$ cat src/rtl/fetch_pc_unit_pkg.sv
// Shared definitions for the fetch PC unit: default geometry, the per-cycle
// PC action encoding and the lane link-address helper.
package fetch_pc_unit_pkg;

    localparam int DEF_AW       = 32;
    localparam int DEF_ISSUE_W  = 2;
    localparam int DEF_RESET_PC = 0;
    localparam int NUM_STAGES   = 3;   // IM_ID, ID_EX, EX_DM

    typedef enum logic [1:0] {
        PC_ADVANCE  = 2'd0,
        PC_HOLD     = 2'd1,
        PC_REDIRECT = 2'd2
    } pc_action_e;

    // Link (return) address of a lane in a fetch group: the instruction after it.
    function automatic logic [63:0] lane_link(input logic [63:0] base, input int unsigned lane);
        return base + 64'(lane) + 64'd1;
    endfunction

endpackage

$ cat src/rtl/fetch_pc_unit_if.sv
// Control/observation bundle between the fetch PC unit (slave) and the core
// pipeline control that drives it (master).
interface fetch_pc_unit_if #(
    parameter int AW      = fetch_pc_unit_pkg::DEF_AW,
    parameter int ISSUE_W = fetch_pc_unit_pkg::DEF_ISSUE_W,
    parameter int CNT_W   = $clog2(ISSUE_W + 1)
);
    logic             hold;
    logic [CNT_W-1:0] adv_cnt;
    logic             redirect;
    logic [AW-1:0]    redirect_pc;
    logic [AW-1:0]    pc;
    logic [AW-1:0]    pc_IM_ID;
    logic             vld_IM_ID;
    logic [AW-1:0]    pc_ID_EX;
    logic             vld_ID_EX;
    logic [AW-1:0]    pc_EX_DM;
    logic             vld_EX_DM;
    logic             pend_redirect;

    modport master (
        output hold, adv_cnt, redirect, redirect_pc,
        input  pc, pc_IM_ID, vld_IM_ID, pc_ID_EX, vld_ID_EX,
               pc_EX_DM, vld_EX_DM, pend_redirect
    );

    modport slave (
        input  hold, adv_cnt, redirect, redirect_pc,
        output pc, pc_IM_ID, vld_IM_ID, pc_ID_EX, vld_ID_EX,
               pc_EX_DM, vld_EX_DM, pend_redirect
    );
endinterface

$ cat src/rtl/fetch_pc_unit_stage_reg.sv
// One link-PC pipeline stage: pc+valid register that freezes on hold and
// drops its valid bit on flush.
module pc_stage_reg #(
    parameter int AW = 32
) (
    input  logic          clk,
    input  logic          rst,
    input  logic          hold_i,
    input  logic          flush_i,
    input  logic          load_i,
    input  logic [AW-1:0] pc_i,
    input  logic          vld_i,
    output logic [AW-1:0] pc_o,
    output logic          vld_o
);
    logic [AW-1:0] pc_q;
    logic          vld_q;

    // The pc field is only rewritten on load so a bubble keeps the last link address.
    always_ff @(posedge clk) begin
        if (rst) begin
            pc_q  <= '0;
            vld_q <= 1'b0;
        end else if (!hold_i) begin
            vld_q <= vld_i & ~flush_i;
            if (load_i) begin
                pc_q <= pc_i;
            end
        end
    end

    assign pc_o  = pc_q;
    assign vld_o = vld_q;
endmodule

$ cat src/rtl/fetch_pc_unit.sv
// N-wide fetch program counter with held-redirect latching and a 3-stage
// link-PC pipeline. Optional perf counters when PC_PERF_EN is defined.
module fetch_pc_unit
    import fetch_pc_unit_pkg::*;
#(
    parameter int            AW       = DEF_AW,
    parameter int            ISSUE_W  = DEF_ISSUE_W,
    parameter int            CNT_W    = $clog2(ISSUE_W + 1),
    parameter logic [AW-1:0] RESET_PC = AW'(DEF_RESET_PC)
) (
    input  logic                 clk,
    input  logic                 rst,
`ifdef PC_PERF_EN
    output logic [31:0]          redir_cnt,
    output logic [31:0]          hold_cnt,
`endif
    fetch_pc_unit_if.slave       bus
);
    logic [AW-1:0]    pc_q, pc_d;
    logic [AW-1:0]    pend_pc_q, pend_pc_d;
    logic             pend_q, pend_d;
    logic [CNT_W-1:0] adv_sat;
    pc_action_e       action;

    assign adv_sat = (bus.adv_cnt > CNT_W'(ISSUE_W)) ? CNT_W'(ISSUE_W) : bus.adv_cnt;

    always_comb begin
        action = PC_ADVANCE;
        if (bus.hold) begin
            action = PC_HOLD;
        end else if (bus.redirect || pend_q) begin
            action = PC_REDIRECT;
        end
    end

    // A live redirect beats the latched one; under hold the oldest redirect is kept.
    always_comb begin
        pc_d      = pc_q;
        pend_d    = pend_q;
        pend_pc_d = pend_pc_q;
        unique case (action)
            PC_HOLD: begin
                if (bus.redirect && !pend_q) begin
                    pend_d    = 1'b1;
                    pend_pc_d = bus.redirect_pc;
                end
            end
            PC_REDIRECT: begin
                pc_d   = bus.redirect ? bus.redirect_pc : pend_pc_q;
                pend_d = 1'b0;
            end
            default: pc_d = pc_q + AW'(adv_sat);
        endcase
    end

    always_ff @(posedge clk) begin
        if (rst) begin
            pc_q      <= RESET_PC;
            pend_q    <= 1'b0;
            pend_pc_q <= '0;
        end else begin
            pc_q      <= pc_d;
            pend_q    <= pend_d;
            pend_pc_q <= pend_pc_d;
        end
    end

    logic [AW-1:0] stg_d_pc  [NUM_STAGES];
    logic          stg_d_vld [NUM_STAGES];
    logic          stg_load  [NUM_STAGES];
    logic          stg_flush [NUM_STAGES];
    logic [AW-1:0] stg_q_pc  [NUM_STAGES];
    logic          stg_q_vld [NUM_STAGES];

    // Stage 0 captures the lane-0 link of the group being consumed; later stages shift.
    generate
        for (genvar gi = 0; gi < NUM_STAGES; gi++) begin : g_stage
            if (gi == 0) begin : g_front
                assign stg_d_pc[gi]  = AW'(lane_link(64'(pc_q), 0));
                assign stg_d_vld[gi] = (adv_sat != '0);
                assign stg_load[gi]  = (action == PC_ADVANCE) && (adv_sat != '0);
                assign stg_flush[gi] = (action == PC_REDIRECT);
            end else begin : g_shift
                assign stg_d_pc[gi]  = stg_q_pc[gi-1];
                assign stg_d_vld[gi] = stg_q_vld[gi-1];
                assign stg_load[gi]  = 1'b1;
                assign stg_flush[gi] = (gi == 1) && (action == PC_REDIRECT);
            end

            pc_stage_reg #(.AW(AW)) u_stage (
                .clk    (clk),
                .rst    (rst),
                .hold_i (bus.hold),
                .flush_i(stg_flush[gi]),
                .load_i (stg_load[gi]),
                .pc_i   (stg_d_pc[gi]),
                .vld_i  (stg_d_vld[gi]),
                .pc_o   (stg_q_pc[gi]),
                .vld_o  (stg_q_vld[gi])
            );
        end
    endgenerate

    assign bus.pc            = pc_q;
    assign bus.pc_IM_ID      = stg_q_pc[0];
    assign bus.vld_IM_ID     = stg_q_vld[0];
    assign bus.pc_ID_EX      = stg_q_pc[1];
    assign bus.vld_ID_EX     = stg_q_vld[1];
    assign bus.pc_EX_DM      = stg_q_pc[2];
    assign bus.vld_EX_DM     = stg_q_vld[2];
    assign bus.pend_redirect = pend_q;

`ifdef PC_PERF_EN
    logic [31:0] redir_cnt_q, hold_cnt_q;

    always_ff @(posedge clk) begin
        if (rst) begin
            redir_cnt_q <= '0;
            hold_cnt_q  <= '0;
        end else begin
            if (action == PC_REDIRECT && redir_cnt_q != '1) begin
                redir_cnt_q <= redir_cnt_q + 32'd1;
            end
            if (bus.hold && hold_cnt_q != '1) begin
                hold_cnt_q <= hold_cnt_q + 32'd1;
            end
        end
    end

    assign redir_cnt = redir_cnt_q;
    assign hold_cnt  = hold_cnt_q;
`endif

endmodule

$ cat src/flat_wrapper.sv
// flat-port wrapper written by rule: the top's interface ports become plain ports
module fetch_pc_unit_flat import fetch_pc_unit_pkg::*;
#(
    parameter int            AW       = DEF_AW,
    parameter int            ISSUE_W  = DEF_ISSUE_W,
    parameter int            CNT_W    = $clog2(ISSUE_W + 1),
    parameter logic [AW-1:0] RESET_PC = AW'(DEF_RESET_PC)
)
  (clk, rst, bus_hold, bus_adv_cnt, bus_redirect, bus_redirect_pc, bus_pc, bus_pc_IM_ID, bus_vld_IM_ID, bus_pc_ID_EX, bus_vld_ID_EX, bus_pc_EX_DM, bus_vld_EX_DM, bus_pend_redirect);
  fetch_pc_unit_if #(.AW(AW), .ISSUE_W(ISSUE_W), .CNT_W(CNT_W)) bus_i ();
  input  logic clk;
  input  logic rst;
  input wire logic [$bits(bus_i.hold)-1:0] bus_hold;
  input wire logic [$bits(bus_i.adv_cnt)-1:0] bus_adv_cnt;
  input wire logic [$bits(bus_i.redirect)-1:0] bus_redirect;
  input wire logic [$bits(bus_i.redirect_pc)-1:0] bus_redirect_pc;
  output wire logic [$bits(bus_i.pc)-1:0] bus_pc;
  output wire logic [$bits(bus_i.pc_IM_ID)-1:0] bus_pc_IM_ID;
  output wire logic [$bits(bus_i.vld_IM_ID)-1:0] bus_vld_IM_ID;
  output wire logic [$bits(bus_i.pc_ID_EX)-1:0] bus_pc_ID_EX;
  output wire logic [$bits(bus_i.vld_ID_EX)-1:0] bus_vld_ID_EX;
  output wire logic [$bits(bus_i.pc_EX_DM)-1:0] bus_pc_EX_DM;
  output wire logic [$bits(bus_i.vld_EX_DM)-1:0] bus_vld_EX_DM;
  output wire logic [$bits(bus_i.pend_redirect)-1:0] bus_pend_redirect;
  assign bus_i.hold = bus_hold;
  assign bus_i.adv_cnt = bus_adv_cnt;
  assign bus_i.redirect = bus_redirect;
  assign bus_i.redirect_pc = bus_redirect_pc;
  assign bus_pc = bus_i.pc;
  assign bus_pc_IM_ID = bus_i.pc_IM_ID;
  assign bus_vld_IM_ID = bus_i.vld_IM_ID;
  assign bus_pc_ID_EX = bus_i.pc_ID_EX;
  assign bus_vld_ID_EX = bus_i.vld_ID_EX;
  assign bus_pc_EX_DM = bus_i.pc_EX_DM;
  assign bus_vld_EX_DM = bus_i.vld_EX_DM;
  assign bus_pend_redirect = bus_i.pend_redirect;
  fetch_pc_unit #(.AW(AW), .ISSUE_W(ISSUE_W), .CNT_W(CNT_W), .RESET_PC(RESET_PC)) u_core (.clk(clk), .rst(rst), .bus(bus_i));
endmodule
$ cat config.mk
export PLATFORM = sky130hd
export DESIGN_NAME = fetch_pc_unit_flat
export DESIGN_NICKNAME = d
export VERILOG_FILES = /design/src/rtl/fetch_pc_unit_pkg.sv /design/src/rtl/fetch_pc_unit_if.sv /design/src/rtl/fetch_pc_unit_stage_reg.sv /design/src/rtl/fetch_pc_unit.sv /design/src/flat_wrapper.sv
export SDC_FILE = /design/constraint.sdc
export NUM_CORES = 1
export LEC_CHECK = 0
export CORE_MARGIN = 1
export CORE_UTILIZATION = 25
export DETAILED_ROUTE_END_ITERATION = 16
export GPL_TIMING_DRIVEN = 1
export SETUP_SLACK_MARGIN = 0.1
export SYNTH_ARGS = -nofsm -noshare
export SYNTH_HDL_FRONTEND = slang
export SYNTH_HIERARCHICAL = 1
export SYNTH_SLANG_ARGS = --single-unit
export TNS_END_PERCENT = 10
$ cat constraint.sdc
create_clock -name clk -period 2.8 [get_ports clk]
set_input_delay 0.56 -clock clk [delete_from_list [all_inputs] [get_ports clk]]
set_output_delay 0.56 -clock clk [all_outputs]
set_load 0.05 [all_outputs]
### Yosys cells after proc, flatten, opt, wreduce, memory -nomap -nowiden

Index checks and enable logic that the tools add are counted.

| word-level totals | value |
|---|---|
| word-level logic and storage cells | 36 |
| bits in registers | 164 |
| output and inout bits | 132 |

| cells by class | value |
|---|---|
| add/sub/neg operators | 2 |
| eq/ne operators | 3 |
| bitwise logic cells | 4 |
| reduce and logical (&&, ||, !) cells | 10 |
| muxes and demuxes | 7 |
| order comparisons | 1 |

Operators with widths:

| kind | count |
|---|---|
| case mux 32 bit (2 select lines) | 1 |
| adder 32 x 1 -> 32 bit (second input constant) | 1 |
| adder 32 x 2 -> 32 bit | 1 |
| two-way mux 32 bit | 1 |
| two-way mux 2 bit | 3 |
| AND reduction 2 bit | 3 |
| nonzero test 2 bit | 2 |
| AND 1 bit | 2 |
| equality test 2 x 1 -> 1 bit (second input constant) | 1 |
| equality test 2 bit (second input constant) | 1 |
| > comparator 2 bit (second input constant) | 1 |
| logical AND 1 bit | 2 |
| zero test 2 bit | 1 |
| != test 2 x 1 -> 1 bit (second input constant) | 1 |
| NOT 1 bit | 2 |
| case mux 1 bit (2 select lines) | 1 |
| zero test 1 bit | 1 |
| logical OR 1 bit | 1 |
| two-way mux 1 bit | 1 |

### Depth between registers and ports, before layout

Gate-level depths: netlist of run 1.

| depth | value |
|---|---|
| depth after elaboration | 6 |
| mapped depth | 9 |
| depth with buffers taken out | 8 |

### By module

The synthesis of run 1 kept the hierarchy.

By module, submodules not included:

| module | area each (µm²) | cells an instance | seq. area each (µm²) | instances |
|---|---|---|---|---|
| pc_stage_reg | 1485.2 | 149 | 660.6 | 3 |
| fetch_pc_unit | 4413.0 | 617 | 1301.2 | 1 |

### Least setup slack after synthesis of run 1

OpenSTA, ideal clock, no wires.

| timing | value |
|---|---|
| kind | register to register |
| start | register u_core.pc_q[1] (netlist: u_core/bus.pc[1]) |
| end | register u_core.g_stage[0].u_stage.pc_q[28] |
| buffers on the path | 1 |
| setup slack | -0.035 ns |
| arrival time | 2.760 ns |
| cell stages (with the launch flop) | 9 |
| required time | 2.726 ns |
| period minus slack after synthesis | 2.835 ns |
| path through | dfxtp_1 ha_1 clkinv_1 or3_1 clkbuf_1 or4_1 xnor2_1 or4bb_1 o21ai_0 |

RTL lines:

| item | line | RTL |
|---|---|---|
| start, declared | fetch_pc_unit.sv:19 | `logic [AW-1:0] pc_q, pc_d;` |
| start signal, assigned | fetch_pc_unit.sv:62 | `pc_q <= pc_d;` |
| end signal, assigned | fetch_pc_unit_stage_reg.sv:27 | `pc_q <= pc_i;` |
| end, declared | fetch_pc_unit_stage_reg.sv:16 | `logic [AW-1:0] pc_q;` |

==> results of run 1 <==
sequential cells by signal, summed over array words and instances, names as in the netlist:
| signal | count |
|---|---|
| u_core/bus.pend_redirect | 1 |
| u_core/pend_pc_q | 32 |
| u_core/g_stage.u_stage/vld_o | 3 |
| u_core/bus.pc | 32 |
| u_core/g_stage.u_stage/pc_o | 96 |
worst min path at each step:
stage                                 startpoint                                 to  slack [ns]
2_1_floorplan   u_core/pend_pc_q[0]$_SDFFE_PP0P_   u_core/pend_pc_q[0]$_SDFFE_PP0P_        0.44
3_3_place_gp    u_core/pend_pc_q[6]$_SDFFE_PP0P_   u_core/pend_pc_q[6]$_SDFFE_PP0P_        0.44
3_5_place_dp   u_core/pend_pc_q[25]$_SDFFE_PP0P_  u_core/pend_pc_q[25]$_SDFFE_PP0P_        0.45
4_1_cts        u_core/pend_pc_q[25]$_SDFFE_PP0P_  u_core/pend_pc_q[25]$_SDFFE_PP0P_        0.46
5_1_grt        u_core/pend_pc_q[29]$_SDFFE_PP0P_  u_core/pend_pc_q[29]$_SDFFE_PP0P_        0.48
6_report        u_core/pend_pc_q[9]$_SDFFE_PP0P_   u_core/pend_pc_q[9]$_SDFFE_PP0P_        0.45
area by class of cell:
cell class	instances	area (um2)	area share [%]
Tap cell	455	569	4.85
Clock buffer	17	425	3.63
Timing Repair Buffer	218	2080	17.8
Clock inverter	15	206	1.76
Sequential cell	164	3290	28.0
Inverter	17	63.8	0.544
Multi-Input combinational cell	787	5090	43.4
kinds of logic after synthesis:
logic type	count (synthesis)	share of synthesized area [%]
AOI/OAI and AO/OA	253	16.3
buffers and inverters	124	6.39
adders and majority gates	4	0.649
DFF	164	37.0
muxes	3	0.339
and+or+nand+nor	485	36.4
other	2	0.0847
xor gates and xnor gates	29	2.86
what timing repair did:
item                       4_1_cts  5_1_grt
resized for setup                4        5
pin swaps                        1        4
setup buffers                    2        1
setup endpoints to repair        3        8
where the power goes:
part | leakage, nW | switching, mW | internal [mW]
clock | 0.309 | 1.14 | 1.37
combinational | 2.20 | 0.471 | 0.300
sequential | 1.33 | 0.0594 | 2.39
cells in the final DEF, fill, tap and decap left out, types with 4 or more instances in the layout:
| master | instances |
|---|---|
| a21oi_1 | 74 |
| a31oi_1 | 7 |
| buf_4 | 48 |
| clkbuf_16 | 17 |
| clkdlybuf4s50_1 | 163 |
| conb_1 | 13 |
| dfxtp_1 | 160 |
| dfxtp_2 | 4 |
| inv_1 | 14 |
| inv_8 | 4 |
| nand2_1 | 119 |
| nand2b_1 | 101 |
| nand3_1 | 24 |
| nand3b_1 | 17 |
| nand4_1 | 21 |
| nand4bb_1 | 90 |
| nor2_1 | 21 |
| nor2b_1 | 8 |
| nor3_1 | 20 |
| nor3b_1 | 6 |
| nor4_1 | 10 |
| o211ai_1 | 14 |
| o21ai_0 | 53 |
| o21ai_1 | 66 |
| o32ai_1 | 4 |
| or2_2 | 5 |
| or3_1 | 5 |
| or4_1 | 9 |
| or4bb_1 | 6 |
| xnor2_1 | 21 |
| xor2_1 | 8 |
routing by layer:
metal	global-route usage, %	part of all wire [%]	vias up
met5	0	0	-
met4	3.17	1.0	0
met3	3.85	6.5	18
met2	24.0	44	309
met1	22.6	48	3868
li1	-	-	4096
worst reg2reg max path: cells and delay by family, from the launching register on:
kind                       cells  cell delay [ns]
AOI/OAI and AO/OA              1             0.08
xor gates and xnor gates       1             0.16
adders and majority gates      1             0.28
buffers and inverters          1             0.13
DFF                            1             0.44
and+or+nand+nor                3             1.44
==> metrics, run 1 <==
Power Dens Cells=489 nW/um2; Yosys top cell area share=37.0%; Req. time, crit path=3.16 ns; WHS Path Cells=2; worst-path fanout max=8; Die Y=190 um; Total Routed Length=29200 um; Layout area overhead=32.2%; actual slew at the worst max-slew pin=1.08 ns; number of primary I/O pins=170; Worst Path Arrival=2.94 ns; Fin Setup TNS=0 ns; reg2reg setup slack=0.22 ns; Worst path depth=7; GP Congestion=0.880; Max Buffers Root-to-Sink=2; crit path max-delay cell type=or4_1; TritonCTS Buffers=17; worst hold path type=reg -> reg; Antenna Diode Count=0; max-cap violation count=0; Final Hold Vio Count=0; Mean Syn Cell Area=8.34 um2; clock root cell=clkbuf_16; Initial Util=25.5%; Clk Latency, worst-skew pair=0.44 ns; Setup WS pre-CTS=-0.387 ns; Worst setup SP type=register; DR iter-0 viols=631; FF-to-FF Start=u_core/bus.pc[0]$_SDFFE_PP0N_; Synth area leaders=dfxtp_1 (37%), nand4bb_1 (11%), nand2b_1 (7.1%), nand2_1 (5.0%), a21oi_1 (4.2%); Reg clk slew, reported paths=0.07 ns; antenna violations before repair=0; Syn Std Cell Area=8870 um2; post-route cell area=11700 um2; CP delay by family, top=simple AND/OR/NAND/NOR gates; Final Power=5.73 mW; outcome=completed; f_max=0.387 GHz; DRT antenna net count=0; cells after synthesis=1064; FF+latch count, synth=164; post-synthesis sequential area ratio=37.0%; vias per cell=4.96; Worst Setup EP=u_core/g_stage[0].u_stage/pc_o[28]$_SDFFE_PP0P_; crit path time final=2.58 ns; share of cells above drive strength 1=8.78%; most common cell in the synthesized netlist=dfxtp_1; Port-buffer cells=169; unrepaired setup endpoints after global routing=yes; Vias=8291; ys flop type=dfxtp_1; crit path from=u_core/bus.pc[0]$_SDFFE_PP0N_; post-synthesis async set-or-reset flop share=0%; CP peak stage delay=0.58 ns; Max H-tree Level=4; Core Area=34700 um2; Synth top cells by count=dfxtp_1 (164), nand2_1 (119), nand2b_1 (101); Detail Placement HPWL=21000 um; synth unique cells=68; Die Width=190 um; vias in the first global route=7564; first-pass GRT wire length=45100 um; critical path class=reg -> reg; Layout fillers=3645; leak pwr=3.84 nW; synth warn=6; clk sink count=164; Worst Setup End Kind=register; Peak VDD IR=0.394 mV; reg-to-reg endpoint=u_core/g_stage[0].u_stage/pc_o[28]$_SDFFE_PP0P_; period utilization=92.2%; hold_ws=0.455 ns; GRT Resource Usage Total=15.9%; Final Max Tran Viols=0; nets=1247; Synth area leader=dfxtp_1; average routed wire per standard cell=17.5 um; crit path cell chain=ha_1, clkinv_1, or3_1, or4_1, xnor2_1, or4bb_1, o21ai_0; Post-synth EDFFs=0; Reg2Reg Depth=7; GRT overflow=0; largest net degree at the start of global routing=71; WP buf/inv=1; CTS tree=built; clk_skew=0.0151 ns; CTS Hold Bufs=0; Die Area=36200 um2; drt drc=0; fin util=33.8%; Final WS setup=0.217 ns; Post-DP Area=11000 um2; fin cells=1673; row count=68; DRT Pass-1 Iters=5; Slew HR=28.1%; Setup-failing EPs final=0; post-placement cell count=1638
Power figures use the tool's default switching activity.
==> inputs of run 2 (changes only) <==
--- a/config.mk
+++ b/config.mk
@@ -5,10 +5,13 @@
 export SDC_FILE = /design/constraint.sdc
 export NUM_CORES = 1
 export LEC_CHECK = 0
+export CELL_PAD_IN_SITES_DETAIL_PLACEMENT = 0
+export CELL_PAD_IN_SITES_GLOBAL_PLACEMENT = 1
 export CORE_MARGIN = 1
 export CORE_UTILIZATION = 25
 export DETAILED_ROUTE_END_ITERATION = 16
 export GPL_TIMING_DRIVEN = 1
+export PLACE_DENSITY_LB_ADDON = 0.1
 export SETUP_SLACK_MARGIN = 0.1
 export SYNTH_ARGS = -nofsm -noshare
 export SYNTH_HDL_FRONTEND = slang
==> metrics, run 2 (synthesis results as in run 1) <==
Final WS setup=0.236 ns (+0.0194 ns); clock root cell=clkbuf_16; Fin Setup TNS=0 ns (unchanged); Die Area=36200 um2 (unchanged); Final Hold Vio Count=0 (unchanged); clk_skew=0.0107 ns (-0.00440 ns); Slew HR=27.4% (-0.77 points); Peak VDD IR=0.434 mV (+10%); Worst Path Arrival=2.92 ns (-0.02 ns); average routed wire per standard cell=18.4 um (+5.3%); first-pass GRT wire length=47400 um (+5.0%); most common cell after layout, fill and taps aside=clkdlybuf4s50_1; leak pwr=3.86 nW (+0.58%); number of primary I/O pins=170 (unchanged); Max Buffers Root-to-Sink=2 (unchanged); Core Area=34700 um2 (unchanged); vias in the first global route=7844 (+3.7%); clk sink count=164 (unchanged); Vias=8252 (-0.47%); DRT antenna net count=0 (unchanged); Power Dens Cells=478 nW/um2 (-2.2%); CTS tree=built; Detail Placement HPWL=21600 um (+2.8%); Final Power=5.63 mW (-1.8%); crit path time final=2.56 ns (-0.0194 ns); Reg clk slew, reported paths=0.07 ns (about the same); Layout fillers=3726 (+2.2%); antenna violations before repair=0 (unchanged); Setup WS pre-CTS=-0.422 ns (-0.0350 ns); worst-path fanout max=8 (unchanged); max-cap violation count=0 (unchanged); Setup-failing EPs final=0 (unchanged); largest net degree at the start of global routing=176 (+150%); share of cells above drive strength 1=9.83% (+1.0 points); Die Width=190 um (unchanged); most frequent cells in the layout=clkdlybuf4s50_1 (163), dfxtp_1 (160), nand2_1 (119), nand2b_1 (101), nand4bb_1 (90); Worst Setup End Kind=register; Final Max Tran Viols=0 (unchanged); Max H-tree Level=4 (unchanged); Port-buffer cells=169 (unchanged); nets=1260 (+1.0%); vias per cell=4.89 (-1.2%); Antenna Diode Count=0 (unchanged); row count=68 (unchanged); GP Congestion=0.792 (-10%); Layout area overhead=32.8%; TritonCTS Buffers=17 (unchanged); Worst setup SP type=input pin; DR iter-0 viols=563 (-11%); Req. time, crit path=3.16 ns (about the same); unrepaired setup endpoints after global routing=no; period utilization=91.6% (-0.69 points); Total Routed Length=31000 um (+6.1%); Largest register FFs=96 (unchanged); worst hold path type=in -> reg; critical path class=in -> reg; Initial Util=25.5% (unchanged); DRT Pass-1 Iters=5 (unchanged); drt drc=0 (unchanged); outcome=completed; f_max=0.390 GHz (+0.76%); actual slew at the worst max-slew pin=1.09 ns (+0.0115 ns); GRT overflow=0 (unchanged); Clk Latency, worst-skew pair=0.44 ns (about the same); GRT Resource Usage Total=16.9% (+1.0 points); Die Y=190 um (unchanged)
-- run 2: changes by cell type in the layout (fill, tap and decap cells not counted), moves of 2 or more --
cell	before	now
buf_4	48	61
clkbuf_8	0	2
clkinv_4	3	1
clkinv_8	3	0
clkinvlp_4	0	3
dlygate4sd2_1	0	2
dlymetal6s2s_1	2	0
inv_6	3	6
inv_8	4	2
-- run 2: cell type report --
| class | count | area [um2] | area share, % |
|---|---|---|---|
| Clock inverter | 13 | 136 | 1.16 |
| Tap cell | 455 | 569 | 4.83 |
| Inverter | 17 | 63.8 | 0.542 |
| Sequential cell | 164 | 3290 | 27.9 |
| Multi-Input combinational cell | 787 | 5090 | 43.2 |
| Timing Repair Buffer | 231 | 2170 | 18.5 |
| Clock buffer | 19 | 453 | 3.85 |
-- run 2: metal layers --
metal  GRT usage, %  wire [um]  vias up
met5              0          0        -
li1               -          -     4114
met3           3.05       1400       26
met1           24.6      15900     3894
met2           25.0      13200      218
met4           5.14        490        0
-- run 2: worst max-delay path: stages --
cell	delay, ns
dlygate4sd2_1	0.26
nor2b_4	0.13
ha_4	0.13
inv_1	0.05
fa_2	0.38
nand3b_1	0.17
or4_4	0.61
or4b_1	0.54
o211ai_1	0.09
-- run 2: power by group --
part           switching [mW]  total, mW  internal [mW]
Sequential             0.0617       2.45           2.39
Clock                    1.09       2.40           1.30
Combinational           0.481      0.783          0.302
Total                    1.64       5.63           3.99
-- run 2: path summary, 6_finish.rpt --
| path | start | endpoint | slack (ns) | cells past startpoint |
|---|---|---|---|---|
| max | bus_adv_cnt[1] | u_core/bus.pc[28]$_SDFFE_PP0N_ | 0.24 | 9 |
| min | rst | u_core/pend_pc_q[16]$_SDFFE_PP0P_ | 0.42 | 2 |
| max reg2reg | u_core/bus.pc[0]$_SDFFE_PP0N_ | u_core/bus.pc[28]$_SDFFE_PP0N_ | 0.29 | 7 |
| min reg2reg | u_core/g_stage[2].u_stage/vld_o$_SDFFE_PP0N_ | u_core/g_stage[2].u_stage/vld_o$_SDFFE_PP0N_ | 0.45 | 2 |
-- run 2: stage by stage --
stage / utilization [%] / cell area, um2 / cells / hold WS, ns
finish: 33.9 / 11800 / 1686 / 0.419
global placement: 32.1 / 11100 / 1650 / 0.442
floorplan: - / 8910 / 1075 / 0.436
global route: 33.9 / 11800 / 1686 / 0.398
CTS: 33.9 / 11800 / 1686 / 0.389
detailed placement: 32.1 / 11100 / 1650 / 0.447
-- run 2: what timing repair did --
action,CTS,global route
hold endpoints to repair,0,0
resized for setup,9,0
buffers inserted,4,0
hold buffers,0,0
setup endpoints to repair,4,0
==> inputs of run 3 (changes only) <==
--- a/config.mk
+++ b/config.mk
@@ -5,6 +5,7 @@
 export SDC_FILE = /design/constraint.sdc
 export NUM_CORES = 1
 export LEC_CHECK = 0
+export ABC_AREA = 0
 export CELL_PAD_IN_SITES_DETAIL_PLACEMENT = 0
 export CELL_PAD_IN_SITES_GLOBAL_PLACEMENT = 1
 export CORE_MARGIN = 1
@@ -13,6 +14,7 @@
 export GPL_TIMING_DRIVEN = 1
 export PLACE_DENSITY_LB_ADDON = 0.1
 export SETUP_SLACK_MARGIN = 0.1
+export SKIP_LAST_GASP = 1
 export SYNTH_ARGS = -nofsm -noshare
 export SYNTH_HDL_FRONTEND = slang
 export SYNTH_HIERARCHICAL = 1
==> results of run 3 <==
No change in the layout: final DEF, timing and power equal those of run 2.
